<file path="src/rtl/cr_lane_trainer.sv">
// Clock-recovery link trainer: drives the PHY and AUX channel through swing and
// pre-emphasis adjustment, falling back in link rate and then lane count.
module cr_lane_trainer #(
    parameter int LANES     = 4,
    parameter int MAX_SAME  = 5,
    parameter int MAX_LOOPS = 10,
    localparam int CW = $clog2(LANES) + 1
) (
    input  logic                 clk,
    input  logic                 rst,
    input  logic                 start,
    input  logic                 cfg_vld,
    input  logic [7:0]           cfg_bw,
    input  logic [CW-1:0]        cfg_lc,
    input  logic [1:0]           max_vtg,
    input  logic [1:0]           max_pre,
    input  logic                 status_vld,
    input  logic [LANES-1:0]     status_cr_done,
    input  logic [2*LANES-1:0]   status_adj_vtg,
    input  logic [2*LANES-1:0]   status_adj_pre,
    output logic                 aux_vld,
    output logic [1:0]           aux_cmd,
    output logic [19:0]          aux_addr,
    output logic [7:0]           aux_len,
    output logic [8*LANES-1:0]   aux_wdata,
    input  logic                 aux_ack,
    input  logic                 aux_fail,
    output logic                 tmr_start,
    input  logic                 tmr_fire,
    output logic                 phy_vld,
    output logic [7:0]           phy_bw,
    output logic [CW-1:0]        phy_lc,
    output logic [2*LANES-1:0]   lane_vtg,
    output logic [2*LANES-1:0]   lane_pre,
    output logic                 busy,
    output logic                 cr_ok,
    output logic                 cr_failed
);

    localparam int LW = $clog2(MAX_LOOPS + 1);
    localparam int SW = $clog2(MAX_SAME + 1);
    localparam logic [LW-1:0] LOOP_LAST = LW'(MAX_LOOPS - 1);
    localparam logic [SW-1:0] SAME_LAST = SW'(MAX_SAME - 1);

    typedef enum logic [3:0] {
        IDLE, PHY, WR_TPS, WR_DRV, WAIT, RD, STATUS, CHECK, REDUCE, DONE, FAIL
    } state_t;

    state_t               state, state_nxt;
    logic [7:0]           bw, orig_bw;
    logic [CW-1:0]        lc;
    logic [LW-1:0]        loop_cnt;
    logic [SW-1:0]        same_cnt;
    logic                 tmr_sent;

    logic [LANES-1:0]     st_done;
    logic [2*LANES-1:0]   st_vtg, st_pre;

    logic [LANES-1:0]     lane_mask, vtg_hit, same_hit;
    logic [2*LANES-1:0]   app_vtg, app_pre;
    logic [8*LANES-1:0]   drv_bytes;
    logic                 chk_done, chk_same, chk_reduce;
    logic [7:0]           bw_step;
    logic                 at_floor, reduce_ok;
    logic                 idle_like, accept, lc_ok;

    function automatic logic [1:0] min2(input logic [1:0] a, input logic [1:0] b);
        return (a < b) ? a : b;
    endfunction

    // Pre-emphasis headroom shrinks as swing grows: vtg + pre may not exceed 3.
    function automatic logic [1:0] clamp_pre(input logic [1:0] req, input logic [1:0] mp,
                                             input logic [1:0] vtg);
        return min2(min2(req, mp), 2'd3 - vtg);
    endfunction

    function automatic logic [7:0] drv_byte(input logic [1:0] vtg, input logic [1:0] pre,
                                            input logic [1:0] mv, input logic [1:0] mp);
        return {2'b00, (pre == mp), pre, (vtg == mv), vtg};
    endfunction

    assign idle_like = (state == IDLE) || (state == DONE) || (state == FAIL);
    assign accept    = idle_like && start && cfg_vld;
    assign lc_ok     = (cfg_lc != '0) && ((cfg_lc & (cfg_lc - CW'(1))) == '0)
                       && (int'(cfg_lc) <= LANES);

    always_comb begin
        lane_mask = '0;
        vtg_hit   = '0;
        same_hit  = '0;
        app_vtg   = '0;
        app_pre   = '0;
        drv_bytes = '0;
        for (int i = 0; i < LANES; i++) begin
            lane_mask[i] = (i < int'(lc));
            vtg_hit[i]   = (lane_vtg[2*i +: 2] == max_vtg);
            same_hit[i]  = (st_vtg[2*i +: 2] == lane_vtg[2*i +: 2])
                           && (st_pre[2*i +: 2] == lane_pre[2*i +: 2]);
            if (lane_mask[i]) begin
                app_vtg[2*i +: 2]   = min2(st_vtg[2*i +: 2], max_vtg);
                app_pre[2*i +: 2]   = clamp_pre(st_pre[2*i +: 2], max_pre,
                                                min2(st_vtg[2*i +: 2], max_vtg));
                drv_bytes[8*i +: 8] = drv_byte(lane_vtg[2*i +: 2], lane_pre[2*i +: 2],
                                               max_vtg, max_pre);
            end
        end
    end

    assign chk_done   = ((st_done & lane_mask) == lane_mask);
    assign chk_same   = &(same_hit | ~lane_mask);
    assign chk_reduce = (loop_cnt == LOOP_LAST) || (|(vtg_hit & lane_mask))
                        || (chk_same && (same_cnt == SAME_LAST));

    // Unknown rate codes are treated as the lowest rate.
    always_comb begin
        bw_step  = 8'h06;
        at_floor = 1'b0;
        case (bw)
            8'h1E:   bw_step = 8'h14;
            8'h14:   bw_step = 8'h0A;
            8'h0A:   bw_step = 8'h06;
            default: at_floor = 1'b1;
        endcase
    end

    assign reduce_ok = !at_floor || (lc > CW'(1));

    always_comb begin
        state_nxt = state;
        aux_vld   = 1'b0;
        aux_cmd   = 2'b00;
        aux_addr  = '0;
        aux_len   = '0;
        aux_wdata = '0;
        tmr_start = 1'b0;
        phy_vld   = 1'b0;
        case (state)
            IDLE, DONE, FAIL: begin
                if (accept) state_nxt = lc_ok ? PHY : FAIL;
            end
            PHY: begin
                phy_vld   = 1'b1;
                state_nxt = WR_TPS;
            end
            WR_TPS: begin
                aux_vld        = 1'b1;
                aux_addr       = 20'h00102;
                aux_wdata[7:0] = 8'h21;
                if (aux_ack) state_nxt = WR_DRV;
            end
            WR_DRV: begin
                aux_vld   = 1'b1;
                aux_addr  = 20'h00103;
                aux_len   = 8'(lc) - 8'd1;
                aux_wdata = drv_bytes;
                if (aux_ack) state_nxt = WAIT;
            end
            WAIT: begin
                tmr_start = !tmr_sent;
                if (tmr_sent && tmr_fire) state_nxt = RD;
            end
            RD: begin
                aux_vld  = 1'b1;
                aux_cmd  = 2'b01;
                aux_addr = 20'h00202;
                aux_len  = 8'd5;
                if (aux_ack) state_nxt = STATUS;
            end
            STATUS: begin
                if (status_vld) state_nxt = CHECK;
            end
            CHECK: begin
                if (chk_done)        state_nxt = DONE;
                else if (chk_reduce) state_nxt = REDUCE;
                else                 state_nxt = WR_DRV;
            end
            REDUCE: begin
                state_nxt = reduce_ok ? PHY : FAIL;
            end
            default: state_nxt = IDLE;
        endcase
        if (!idle_like && aux_fail) state_nxt = FAIL;
        if (rst) begin
            aux_vld   = 1'b0;
            tmr_start = 1'b0;
            phy_vld   = 1'b0;
        end
    end

    always_ff @(posedge clk) begin
        if (rst) begin
            state    <= IDLE;
            bw       <= '0;
            orig_bw  <= '0;
            lc       <= '0;
            lane_vtg <= '0;
            lane_pre <= '0;
            same_cnt <= '0;
            loop_cnt <= '0;
            tmr_sent <= 1'b0;
        end else begin
            state    <= state_nxt;
            tmr_sent <= (state == WAIT);
            if (accept) begin
                bw       <= cfg_bw;
                orig_bw  <= cfg_bw;
                lc       <= cfg_lc;
                lane_vtg <= '0;
                lane_pre <= '0;
                same_cnt <= '0;
                loop_cnt <= '0;
            end
            if ((state == CHECK) && !chk_done && !chk_reduce && (state_nxt == WR_DRV)) begin
                same_cnt <= chk_same ? same_cnt + SW'(1) : '0;
                loop_cnt <= loop_cnt + LW'(1);
                lane_vtg <= app_vtg;
                lane_pre <= app_pre;
            end
            if ((state == REDUCE) && (state_nxt == PHY)) begin
                if (!at_floor) begin
                    bw <= bw_step;
                end else begin
                    lc <= lc >> 1;
                    bw <= orig_bw;
                end
                lane_vtg <= '0;
                lane_pre <= '0;
                same_cnt <= '0;
                loop_cnt <= '0;
            end
        end
    end

    // Sink status snapshot consumed by CHECK.
    always_ff @(posedge clk) begin
        if ((state == STATUS) && status_vld) begin
            st_done <= status_cr_done;
            st_vtg  <= status_adj_vtg;
            st_pre  <= status_adj_pre;
        end
    end

    assign phy_bw    = bw;
    assign phy_lc    = lc;
    assign busy      = !idle_like;
    assign cr_ok     = (state == DONE);
    assign cr_failed = (state == FAIL);

endmodule

</file>
<file path="config.mk">
export PLATFORM = sky130hd
export DESIGN_NAME = cr_lane_trainer
export DESIGN_NICKNAME = d
export VERILOG_FILES = /design/src/rtl/cr_lane_trainer.sv
export SDC_FILE = /design/constraint.sdc
export NUM_CORES = 1
export LEC_CHECK = 0
export CAP_MARGIN = 5
export CELL_PAD_IN_SITES_DETAIL_PLACEMENT = 1
export CELL_PAD_IN_SITES_GLOBAL_PLACEMENT = 2
export CORE_AREA = 3 3 130 132
export DETAILED_ROUTE_END_ITERATION = 8
export DIE_AREA = 0 0 133 135
export PLACE_DENSITY = 0.89
export SYNTH_ARGS = -nofsm -noshare
export SYNTH_HDL_FRONTEND = slang
export SYNTH_SLANG_ARGS = --single-unit
</file>
<file path="constraint.sdc">
create_clock -name clk -period 5.2 [get_ports clk]
set_clock_uncertainty 0.1 [all_clocks]
set_input_delay 1.3 -clock clk [delete_from_list [all_inputs] [get_ports clk]]
set_output_delay 1.3 -clock clk [all_outputs]
set_load 0.005 [all_outputs]
</file>
**Word-level counts from Yosys, hierarchy flattened**

Index checks and enable logic that the tools add are counted.
W data, S select, Z words.

- Bits in registers: 67
- Bits of input ports: 43
- Logic and storage cells: 175

- Add/sub/neg operators: 8
- Order comparisons: 18
- Equality and inequality tests: 34
- Mux-type cells: 62
- Bitwise gates (word level): 5
- Reduce and logical (&&, ||, !) cells: 36

Operators by type and width:

| operator | count |
|---|---|
| $mux W4 | 13 |
| $mux W8 | 6 |
| $mux W2 | 20 |
| $pmux W4 S9 | 1 |
| $eq A2 B2 Y1 | 16 |
| $pmux W8 S2 | 2 |
| $pmux W10 S3 | 1 |
| $lt A2 B2 Y1 | 12 |
| $mux W24 | 1 |
| $mux W6 | 4 |
| $mux W3 | 6 |
| $eq A4 B3 Y1 const B | 4 |
| $eq A4 B4 Y1 const B | 4 |
| $eq A8 B5 Y1 const B | 2 |
| $logic_and A1 B1 Y1 | 16 |
| $eq A4 B2 Y1 const B | 3 |
| $pmux W5 S2 | 1 |
| $reduce_or A3 Y1 | 3 |
| $and A4 B4 Y4 | 2 |
| $eq A4 B1 Y1 const B | 2 |
| $eq A8 B4 Y1 const B | 1 |
| $sub A2 B2 Y2 const A | 4 |
| $mux W1 | 7 |
| $lt A1 B3 Y1 const A | 2 |
| other kinds (21) | 30 |

**Logic depth before layout (Yosys ltp)**

Gate-level depths: netlist (run 1).

- Depth after elaboration: 13
- Depth in mapped cells: 9

**Worst setup path before layout (run 1)**

Ideal clock, no wire load.

- Kind: in2out
- Start: input port max_pre[0]
- End: output port aux_wdata[5]
- Arrival time: 1.934 ns
- Path slack: 1.866 ns
- Stages: 3
- Cell sequence: clkbuf_1 -> xnor2_1 -> a32o_1

- Cells in the longest elaborated chain, start to end: 3

Ends and longest elaborated chain:

| element | RTL line | source |
|---|---|---|
| start: declaration | 16 | `input logic [1:0] max_pre,` |
| $eq A2 B2 Y1 | 79 | `return {2'b00, (pre == mp), pre, (vtg == mv), vtg};` |
| $mux W6 | 99 | `if (lane_mask[i]) begin` |
| $pmux W8 S2 | 137 | `case (state)` |
| end: declaration | 25 | `output logic [8*LANES-1:0] aux_wdata,` |

Every way passes these cells.

**Worst setup path in the final report (run 1)**

- Start: input port max_vtg[1]
- End: output port aux_wdata[10]

- Cells in the longest elaborated chain, start to end: 3

Ends and longest elaborated chain:

| element | RTL line | source |
|---|---|---|
| start: declaration | 15 | `input logic [1:0] max_vtg,` |
| $eq A2 B2 Y1 | 79 |  |
| $mux W6 | 99 |  |
| $mux W24 | 137 |  |

Every way passes these cells.

==> flow_summary.json, run 1 <==
{
  "cts_buffers": 9,
  "worstPathMaxFanout": 9,
  "crit_family": "buffers and inverters",
  "antenna_cells": 0,
  "die_area_sq_mm": 0.0180,
  "fill_cells": 1835,
  "syn_inst": 539,
  "worst_pin_slew_ns": 1.02,
  "holdWs_ns": 0.365,
  "rsz0062_at_grt": "false",
  "cts_root_buf": "clkbuf_16",
  "clockPowerShare_pct": 34.4,
  "synth_edf_count": 20,
  "die_h_um": 135,
  "yosysWarnings": 0,
  "tns_ns": 0,
  "grt_antenna_before_repair": 0,
  "setup_viol_count_final": 0,
  "first_pass_iters": 4,
  "ant_nets": 0,
  "holdPathStages": 2,
  "slew_viol_final": 0,
  "initial_core_util_pct": 29.7,
  "vdd_drop_max_mv": 0.184,
  "vias_per_cell": 5.25,
  "grt_pass1_vias": 4767,
  "cp-start-kind": "primary input",
  "postCtsHoldBufs": 0,
  "clock_sinks": 67,
  "swShare_pct": 34.6,
  "max_stage_delay_ns": 0.79,
  "cp_num_cells": 5,
  "path_buf_inv": 2,
  "power.density_mw_per_mm2": 330,
  "switchingPower_mw": 0.705,
  "syn_area_per_cell_sq_um": 8.72,
  "post-cts-setup-buffers": 0,
  "num_vias": 4448,
  "ys_seq_area_share_pct": 32.8,
  "max_freq_ghz": 0.219,
  "cp.required_ns": 3.80,
  "grt_pass1_wl_um": 25600,
  "period_needed_ns": 4.57,
  "p_int_mw": 1.33,
  "hold_viol_final": 0,
  "drt_wl_total_um": 16100,
  "fp.dieW_um": 133,
  "syn_area_sq_mm": 0.00470,
  "place.gp.congestion": 0.834,
  "synthArstFlopShare_pct": 0,
  "synth_seq_cells": 67,
  "port_buffers": 112,
  "slew_headroom_pct": 31.8,
  "area_growth_pct": 31.5,
  "hpwl_um": 11900,
  "cts_tree": "done",
  "p_comb_share_pct": 33.8,
  "path_common_cell": "clkdlybuf4s50_1",
  "synth_cell_types": 62,
  "wl_per_cell_um": 19.0,
  "crit_chain": "clkdlybuf4s50_1 -> xnor2_1 -> nand3_1 -> nor2_1 -> clkdlybuf4s50_1",
  "rows": 46,
  "grt_max_degree": 37,
  "min_path_type": "flip-flop to flip-flop",
  "grt_usage_pct": 17.8,
  "ctsLongestPathBuffers": 2,
  "clock_latency_ns": 0.34,
  "drc": 0,
  "synth_flop_cell": "dfxtp_1",
  "final_nets": 698,
  "cp.arrival_ns": 3.17,
  "ios": 138,
  "crit_type": "primary input to output pin",
  "overflow": 0,
  "path_clk_slew_ns": 0.06,
  "core_sq_mm": 0.0158,
  "cp_slowest_cell": "clkdlybuf4s50_1",
  "htreeDepth": 3,
  "drv_cap": 0,
  "first_iter_violations": 226,
  "cts_resized": 0,
  "layout-drive-gt1-share_pct": 7.92,
  "crit_path_end_kind": "output pin",
  "min_period_over_period_pct": 87.9,
  "power.leakage_nw": 2.33,
  "status": "finished, final reports clean",
  "seqPwrFrac_pct": 31.8,
  "rr_worst_depth": 6
}
==> cells in the final DEF (no fill, tap or decap), drive strengths merged, types with 8 or more instances in the layout <==
cell type / Yosys / final
edfxtp: 20 / 20
conb: 1 / 25
nand2b: 9 / 9
inv: 16 / 17
a21oi: 47 / 47
o21ai: 13 / 13
nand3: 11 / 11
xnor2: 11 / 11
o22ai: 9 / 9
clkdlybuf4s50: 0 / 112
xor2: 27 / 27
clkbuf: 21 / 13
nor2: 31 / 31
nor4: 14 / 14
dfxtp: 47 / 47
nand2: 33 / 33
and3: 21 / 21
o211ai: 20 / 20
a31oi: 8 / 8
nand4: 13 / 13
nor2b: 9 / 9
nor3: 11 / 11
ha: 29 / 29
or4: 8 / 8
==> path summary, 6_finish.rpt <==
kind / startpoint / end / slack, ns
setup / recovery: max_vtg[1] / aux_wdata[10] / 0.63
hold / removal: orig_bw[7] / orig_bw[7] / 0.37
setup reg to reg: phy_lc[2] / phy_bw[3] / 2.07
hold reg to reg: orig_bw[7] / orig_bw[7] / 0.37
==> tightest hold or removal path, stage by stage, from the launching register on <==
cell     delay [ns]
dfxtp_1        0.31
nand2_1        0.05
a21oi_1        0.05
==> synthesized netlist by cell type (3+ instances only) <==
master    instances  area (sq um)
xnor2_1          11          96.3
or3_1             7          43.8
dfxtp_1          47           941
nor4_1           14          87.6
ha_1             29           363
o21ai_0          13          65.1
nand2_1          33           124
a22o_1            6          52.6
or4_1             7          52.6
nand2b_1          9          56.3
buf_4            30           225
nand3_1          11          55.1
or2_2             3          18.8
nor2b_1           9          56.3
nor2_1           31           116
and3_1           21           131
inv_1            15          56.3
clkbuf_1         21          78.8
o22a_1            5          43.8
a32oi_1           4          35.0
xor2_1           27           236
buf_2            12          60.1
a311oi_1          3          26.3
a21o_1            4          30.0
edfxtp_1         20           601
buf_6             3          33.8
o211ai_1         20           150
o22ai_1           9          56.3
a31oi_1           8          50.1
a21oi_2          19           166
nor3_1           10          50.1
and3b_1           3          26.3
nand4_1          13          81.3
a21oi_1          28           140
==> power groups by stage <==
stage / Clock, mW / Sequential [mW] / Combinational (mW)
2_1_floorplan: 0 / 0.614 / 0.470
3_3_place_gp: 0 / 0.655 / 0.666
3_5_place_dp: 0 / 0.658 / 0.686
4_1_cts: 0.718 / 0.647 / 0.689
5_1_grt: 0.741 / 0.656 / 0.754
6_report: 0.700 / 0.648 / 0.688
==> cell families (layout without fill, tap and decap cells) <==
group           count (synthesis)  after routing  share of synthesized area (%)
fa+ha+maj                      29             29                           7.72
buf+inv                        82            150                           9.74
other cells                     1             25                         0.0798
mux                             3              3                          0.665
flops                          67             67                           32.8
simple gates                  185            185                           21.7
compound gates                134            134                           20.2
xor+xnor                       38             38                           7.08
==> area by class of cell <==
class	instances	area, sq um	area share [%]
clock inverter	3	47.5	0.769
inverter	16	60.1	0.972
multi-input combinational	414	2790	45.2
tap	216	270	4.37
sequential	67	1540	24.9
timing repair buffer	118	1170	18.9
clock buffer	13	303	4.90
==> state kept, by name, summed over array words and instances (netlist names) <==
register and flops:
orig_bw 8, same_cnt 3, st_done 4, lane_vtg 8, lane_pre 8, phy_bw 8, tmr_sent 1, phy_lc 3
st_pre 8, st_vtg 8, loop_cnt 4, state 4
==> routing by layer <==
layer | part of all wire, % | routed length [um] | global-route usage, % | up-vias
li1 | - | - | - | 2096
met1 | 44 | 7120 | 22.2 | 2211
met2 | 50 | 7950 | 30.3 | 127
met3 | 5.1 | 811 | 3.54 | 14
met4 | 1.1 | 176 | 6.99 | 0
met5 | 0 | 0 | 0 | -
==> metrics by stage <==
step / worst slack (ns) / power [mW] / utilization, % / cell area, sq um / std cells
final: 0.628 / 2.04 / 39.0 / 6180 / 847
after global routing: 0.486 / 2.15 / 39.0 / 6180 / 847
after CTS: 0.628 / 2.05 / 39.0 / 6180 / 847
after detailed placement: 0.623 / 1.34 / 36.8 / 5830 / 831
after global placement: 0.649 / 1.32 / 36.8 / 5830 / 831
after floorplan: 1.87 / 1.08 / - / 4790 / 563
No activity file was read; power rests on OpenSTA's default activity.
==> run 2: changes to the inputs <==
==> config.mk (replaced) <==
export PLATFORM = sky130hd
export DESIGN_NAME = cr_lane_trainer
export DESIGN_NICKNAME = d
export VERILOG_FILES = /design/src/rtl/cr_lane_trainer.sv
export SDC_FILE = /design/constraint.sdc
export NUM_CORES = 1
export LEC_CHECK = 0
export ABC_AREA = 1
export CAP_MARGIN = 5
export CELL_PAD_IN_SITES_DETAIL_PLACEMENT = 1
export CELL_PAD_IN_SITES_GLOBAL_PLACEMENT = 2
export CORE_AREA = 3 3 133 135
export DETAILED_ROUTE_END_ITERATION = 8
export DIE_AREA = 0 0 136 138
export PLACE_DENSITY = 0.9
export SYNTH_ARGS = -nofsm -noshare
export SYNTH_HDL_FRONTEND = slang
export SYNTH_SLANG_ARGS = --single-unit
==> flow_summary.json, run 2 <==
{
  "grt_usage_pct": 15.7,
  "yosysMostFrequentCell": "nand2_1",
  "cts_root_buf": "clkbuf_16",
  "cp_slowest_cell": "clkdlybuf4s50_1",
  "ios": 138,
  "design_area_sq_mm": 0.00615,
  "layout-drive-gt1-share_pct": 10.8,
  "port_buffers": 112,
  "worstPathMaxFanout": 9,
  "setup_viol_count_final": 0,
  "synth_edf_count": 20,
  "crit_chain": "clkdlybuf4s50_1 -> inv_1 -> nand2_1 -> nand2_1 -> nor4_2 -> inv_1 -> nor2_1 -> clkdlybuf4s50_1",
  "crit_family": "buffers and inverters",
  "core_sq_mm": 0.0166,
  "regArea_sq_mm": 0.00154,
  "r2r-start": "phy_lc[2]",
  "clock_sinks": 67,
  "cp-start-kind": "primary input",
  "fin_ws_ns": 0.463,
  "final_cell_mix": "nand2_1 (190), clkdlybuf4s50_1 (112), inv_1 (70)",
  "overflow": 0,
  "r2r_end": "same_cnt[0]",
  "slew_headroom_pct": 34.6,
  "fill_cells": 2082,
  "drv_cap": 0,
  "power.leakage_nw": 2.50,
  "die_area_sq_mm": 0.0188,
  "dp.cells": 963,
  "vdd_drop_max_mv": 0.151,
  "rows": 47,
  "hold_viol_final": 0,
  "crit_type": "primary input to output pin",
  "syn_area_per_cell_sq_um": 7.18,
  "post-place-ws_ns": 0.454,
  "path_clk_slew_ns": 0.06,
  "grt_max_degree": 27,
  "hpwl_um": 11400,
  "cp.required_ns": 3.80,
  "critPathLaunch": "max_vtg[1]",
  "synth_seq_cells": 67,
  "holdPathStages": 2,
  "r2r_setup_slack_ns": 2.51,
  "syn_area_sq_mm": 0.00466,
  "rr_worst_depth": 12,
  "final_nets": 826,
  "cp.arrival_ns": 3.34,
  "synth_flop_cell": "dfxtp_1",
  "grt_antenna_before_repair": 0,
  "slew_viol_final": 0,
  "first_iter_violations": 149,
  "layout.cells.most_common": "nand2_1",
  "drt_wl_total_um": 14600,
  "holdWs_ns": 0.364,
  "yosysWarnings": 0,
  "tns_ns": 0,
  "clock_latency_ns": 0.34,
  "netlist.area_leader.share_pct": 20.2,
  "ctsLongestPathBuffers": 2,
  "fin_cells": 979,
  "power.density_mw_per_mm2": 310,
  "path_buf_inv": 4,
  "status": "finished, final reports clean",
  "synth.area.top_cells": "dfxtp_1 (20%), nand2_1 (15%), edfxtp_1 (13%)",
  "ys_seq_area_share_pct": 33.1,
  "synth_cell_types": 44,
  "dpl_cell_area_sq_mm": 0.00585,
  "grt_pass1_vias": 4365,
  "ant_nets": 0,
  "drc": 0,
  "post-cts-setup-buffers": 0,
  "die_h_um": 138,
  "vias_per_cell": 4.47,
  "first_pass_iters": 4,
  "multi_input_area_sq_mm": 0.00255,
  "rsz0062_at_grt": "false",
  "antenna_cells": 0,
  "initial_core_util_pct": 28.1,
  "grt_pass1_wl_um": 23500,
  "critPathCapture": "aux_wdata[10]",
  "min_path_type": "flip-flop to flip-flop",
  "crit_path_end_kind": "output pin",
  "cts_tree": "done",
  "wl_per_cell_um": 14.9,
  "num_vias": 4373,
  "cts_buffers": 9,
  "postCtsHoldBufs": 0,
  "max_stage_delay_ns": 0.75,
  "cts_resized": 0,
  "place.gp.congestion": 0.818,
  "utilization_pct": 37.1,
  "cp_num_cells": 8,
  "worst_pin_slew_ns": 0.980,
  "min_period_over_period_pct": 91.1,
  "synthArstFlopShare_pct": 0,
  "syn_inst": 649,
  "max_freq_ghz": 0.211,
  "area_growth_pct": 32.0,
  "fp.dieW_um": 136,
  "synth_common_cells": "nand2_1 (190), inv_1 (70), nor2_1 (54)",
  "yosysTopAreaCell": "dfxtp_1",
  "period_needed_ns": 4.74,
  "hold_start": "orig_bw[3]",
  "power_mw": 1.91,
  "htreeDepth": 3
}
[run 2: cell types whose count changed in the layout (fill, tap and decap cells not counted), moves of 18 or more]
cell      delta
nand2_1    +157
inv_1       +55
nor2_1      +23
xor2_1      -22
and3_1      -21
o211ai_1    -18
o21ai_0     +18
[run 2: per-layer routing]
metal	vias up	share of wire [%]	GRT usage, %
met5	-	0	0
met4	0	1.4	4.51
met3	16	4.5	3.02
met2	98	45	24.3
met1	2038	49	22.3
li1	2221	-	-
[run 2: final cells by class]
class | instances | area share, %
Tap cell | 220 | 4.48
Timing Repair Buffer | 116 | 18.7
Sequential cell | 67 | 25.1
Clock buffer | 10 | 4.07
Multi-Input combinational cell | 471 | 41.4
Inverter | 89 | 5.43
Clock inverter | 6 | 0.814
[run 2: worst reg2reg max path, delay by kind of cell, from the launching register on]
kind	cells	cell delay (ns)
buffers and inverters	2	0.29
DFF	1	0.48
and+or+nand+nor	10	1.69
[run 2: how the worst min path moves through the flow]
stage,slack (ns),end
6_report,0.36,orig_bw[3]
5_1_grt,0.39,orig_bw[6]
4_1_cts,0.37,orig_bw[3]
3_5_place_dp,0.36,orig_bw[3]
3_3_place_gp,0.35,orig_bw[1]
2_1_floorplan,0.34,loop_cnt[3]
[run 2: cells by family (layout without fill, tap and decap cells)]
logic type / after synthesis / count (layout) / share of synthesized area [%]
buf+inv: 135 / 221 / 14.2
fa+ha+maj: 29 / 29 / 7.79
other cells: 1 / 25 / 0.0805
simple gates: 314 / 314 / 30.9
flops: 67 / 67 / 33.1
mux: 1 / 1 / 0.215
compound gates: 91 / 91 / 11.7
xor+xnor: 11 / 11 / 2.07
[run 2: power by group]
part           leakage, nW  switching [mW]  internal [mW]
combinational         1.79           0.401          0.264
sequential           0.560          0.0432          0.576
clock                0.150           0.263          0.360
total                 2.50           0.708           1.20
==> run 3: changes to the inputs <==
--- a/config.mk
+++ b/config.mk
@@ -9,10 +9,10 @@
 export CAP_MARGIN = 5
 export CELL_PAD_IN_SITES_DETAIL_PLACEMENT = 1
 export CELL_PAD_IN_SITES_GLOBAL_PLACEMENT = 2
-export CORE_AREA = 3 3 133 135
+export CORE_AREA = 3 3 127 142
 export DETAILED_ROUTE_END_ITERATION = 8
-export DIE_AREA = 0 0 136 138
-export PLACE_DENSITY = 0.9
+export DIE_AREA = 0 0 130 145
+export PLACE_DENSITY = 0.89
 export SYNTH_ARGS = -nofsm -noshare
 export SYNTH_HDL_FRONTEND = slang
 export SYNTH_SLANG_ARGS = --single-unit
==> flow_summary.json, run 3 (synthesis results as in run 2) <==
{
  "status": "finished, final reports clean",
  "crit_path_end_kind": "output pin",
  "slew_headroom_pct": 37.4,
  "holdWs_ns": 0.365,
  "min_period_over_period_pct": 90.5,
  "ios": 138,
  "fp.dieW_um": 130,
  "worstPathMaxFanout": 9,
  "grt_pass1_wl_um": 24100,
  "ant_nets": 0,
  "setup_viol_count_final": 0,
  "hold_viol_final": 0,
  "cts_tree": "done",
  "tns_ns": 0,
  "cp.required_ns": 3.80,
  "max_freq_ghz": 0.213,
  "layout-drive-gt1-share_pct": 10.7,
  "cp.arrival_ns": 3.30,
  "vias_per_cell": 4.56,
  "rows": 50,
  "path_clk_slew_ns": 0.06,
  "grt_usage_pct": 16.3,
  "cts_resized": 0,
  "ctsLongestPathBuffers": 2,
  "grt_max_degree": 27,
  "final_nets": 826,
  "dpl_cell_area_sq_mm": 0.00583,
  "vdd_drop_max_mv": 0.144,
  "first_pass_iters": 4,
  "die_area_sq_mm": 0.0189,
  "area_growth_pct": 31.2,
  "grt_pass1_vias": 4501,
  "initial_core_util_pct": 27.7,
  "place.gp.congestion": 0.819,
  "min_path_type": "flip-flop to flip-flop",
  "num_vias": 4408,
  "slew_viol_final": 0,
  "wl_per_cell_um": 15.6,
  "die_h_um": 145,
  "worst_pin_slew_ns": 0.937,
  "first_iter_violations": 159,
  "clock_latency_ns": 0.33,
  "power.leakage_nw": 2.49,
  "cts_root_buf": "clkbuf_16",
  "antenna_cells": 0,
  "overflow": 0,
  "drc": 0,
  "hpwl_um": 11700,
  "fill_cells": 2075,
  "cp-start-kind": "primary input",
  "core_sq_mm": 0.0168,
  "post-cts-setup-buffers": 0,
  "layout.cells.most_common": "nand2_1",
  "period_needed_ns": 4.70,
  "post-place-ws_ns": 0.461,
  "grt_antenna_before_repair": 0,
  "htreeDepth": 3,
  "fin_ws_ns": 0.495,
  "port_buffers": 112,
  "clock_sinks": 67,
  "final_cell_mix": "nand2_1 (190), clkdlybuf4s50_1 (112), inv_1 (70)",
  "cts_buffers": 9,
  "rsz0062_at_grt": "false",
  "power.density_mw_per_mm2": 306,
  "postCtsHoldBufs": 0,
  "drv_cap": 0,
  "drt_wl_total_um": 15000,
  "design_area_sq_mm": 0.00611,
  "power_mw": 1.87,
  "crit_type": "primary input to output pin"
}
[run 3: power by group]
group	switching, mW	total, mW	internal [mW]
Sequential	0.0453	0.621	0.576
Combinational	0.403	0.668	0.265
Clock	0.233	0.581	0.348
[run 3: path summary, 6_finish.rpt]
path	slack (ns)	to	from	depth (start not counted)
setup / recovery	0.50	aux_wdata[10]	max_vtg[1]	8
hold / removal	0.37	orig_bw[7]	orig_bw[7]	2
setup reg to reg	2.53	lane_vtg[1]	phy_lc[2]	12
hold reg to reg	0.37	orig_bw[7]	orig_bw[7]	2
[run 3: area by class of cell]
class | instances | area, sq um | area share, %
multi-input combinational | 471 | 2550 | 41.6
tap | 208 | 260 | 4.26
timing repair buffer | 116 | 1150 | 18.8
clock buffer | 12 | 256 | 4.20
sequential | 67 | 1540 | 25.2
clock inverter | 4 | 23.8 | 0.389
inverter | 89 | 334 | 5.46
[run 3: worst max-delay path, cell delays in order]
cell	delay, ns
clkdlybuf4s50_1	0.75
inv_1	0.19
nand2_1	0.10
nand2_1	0.06
nor4_2	0.23
inv_1	0.07
nor2_1	0.10
clkdlybuf4s50_1	0.51
[run 3: layer usage]
metal	global-route usage (%)	vias to the layer above	routed length [um]
met2	27.5	109	7350
li1	-	2226	-
met4	5.72	0	331
met1	20.7	2056	6670
met3	2.87	17	683
met5	0	-	0
[run 3: per-stage QoR]
stage	cells	utilization, %
CTS	967	36.3
global route	967	36.3
global placement	951	34.7
floorplan	673	-
finish	967	36.3
detailed placement	951	34.7
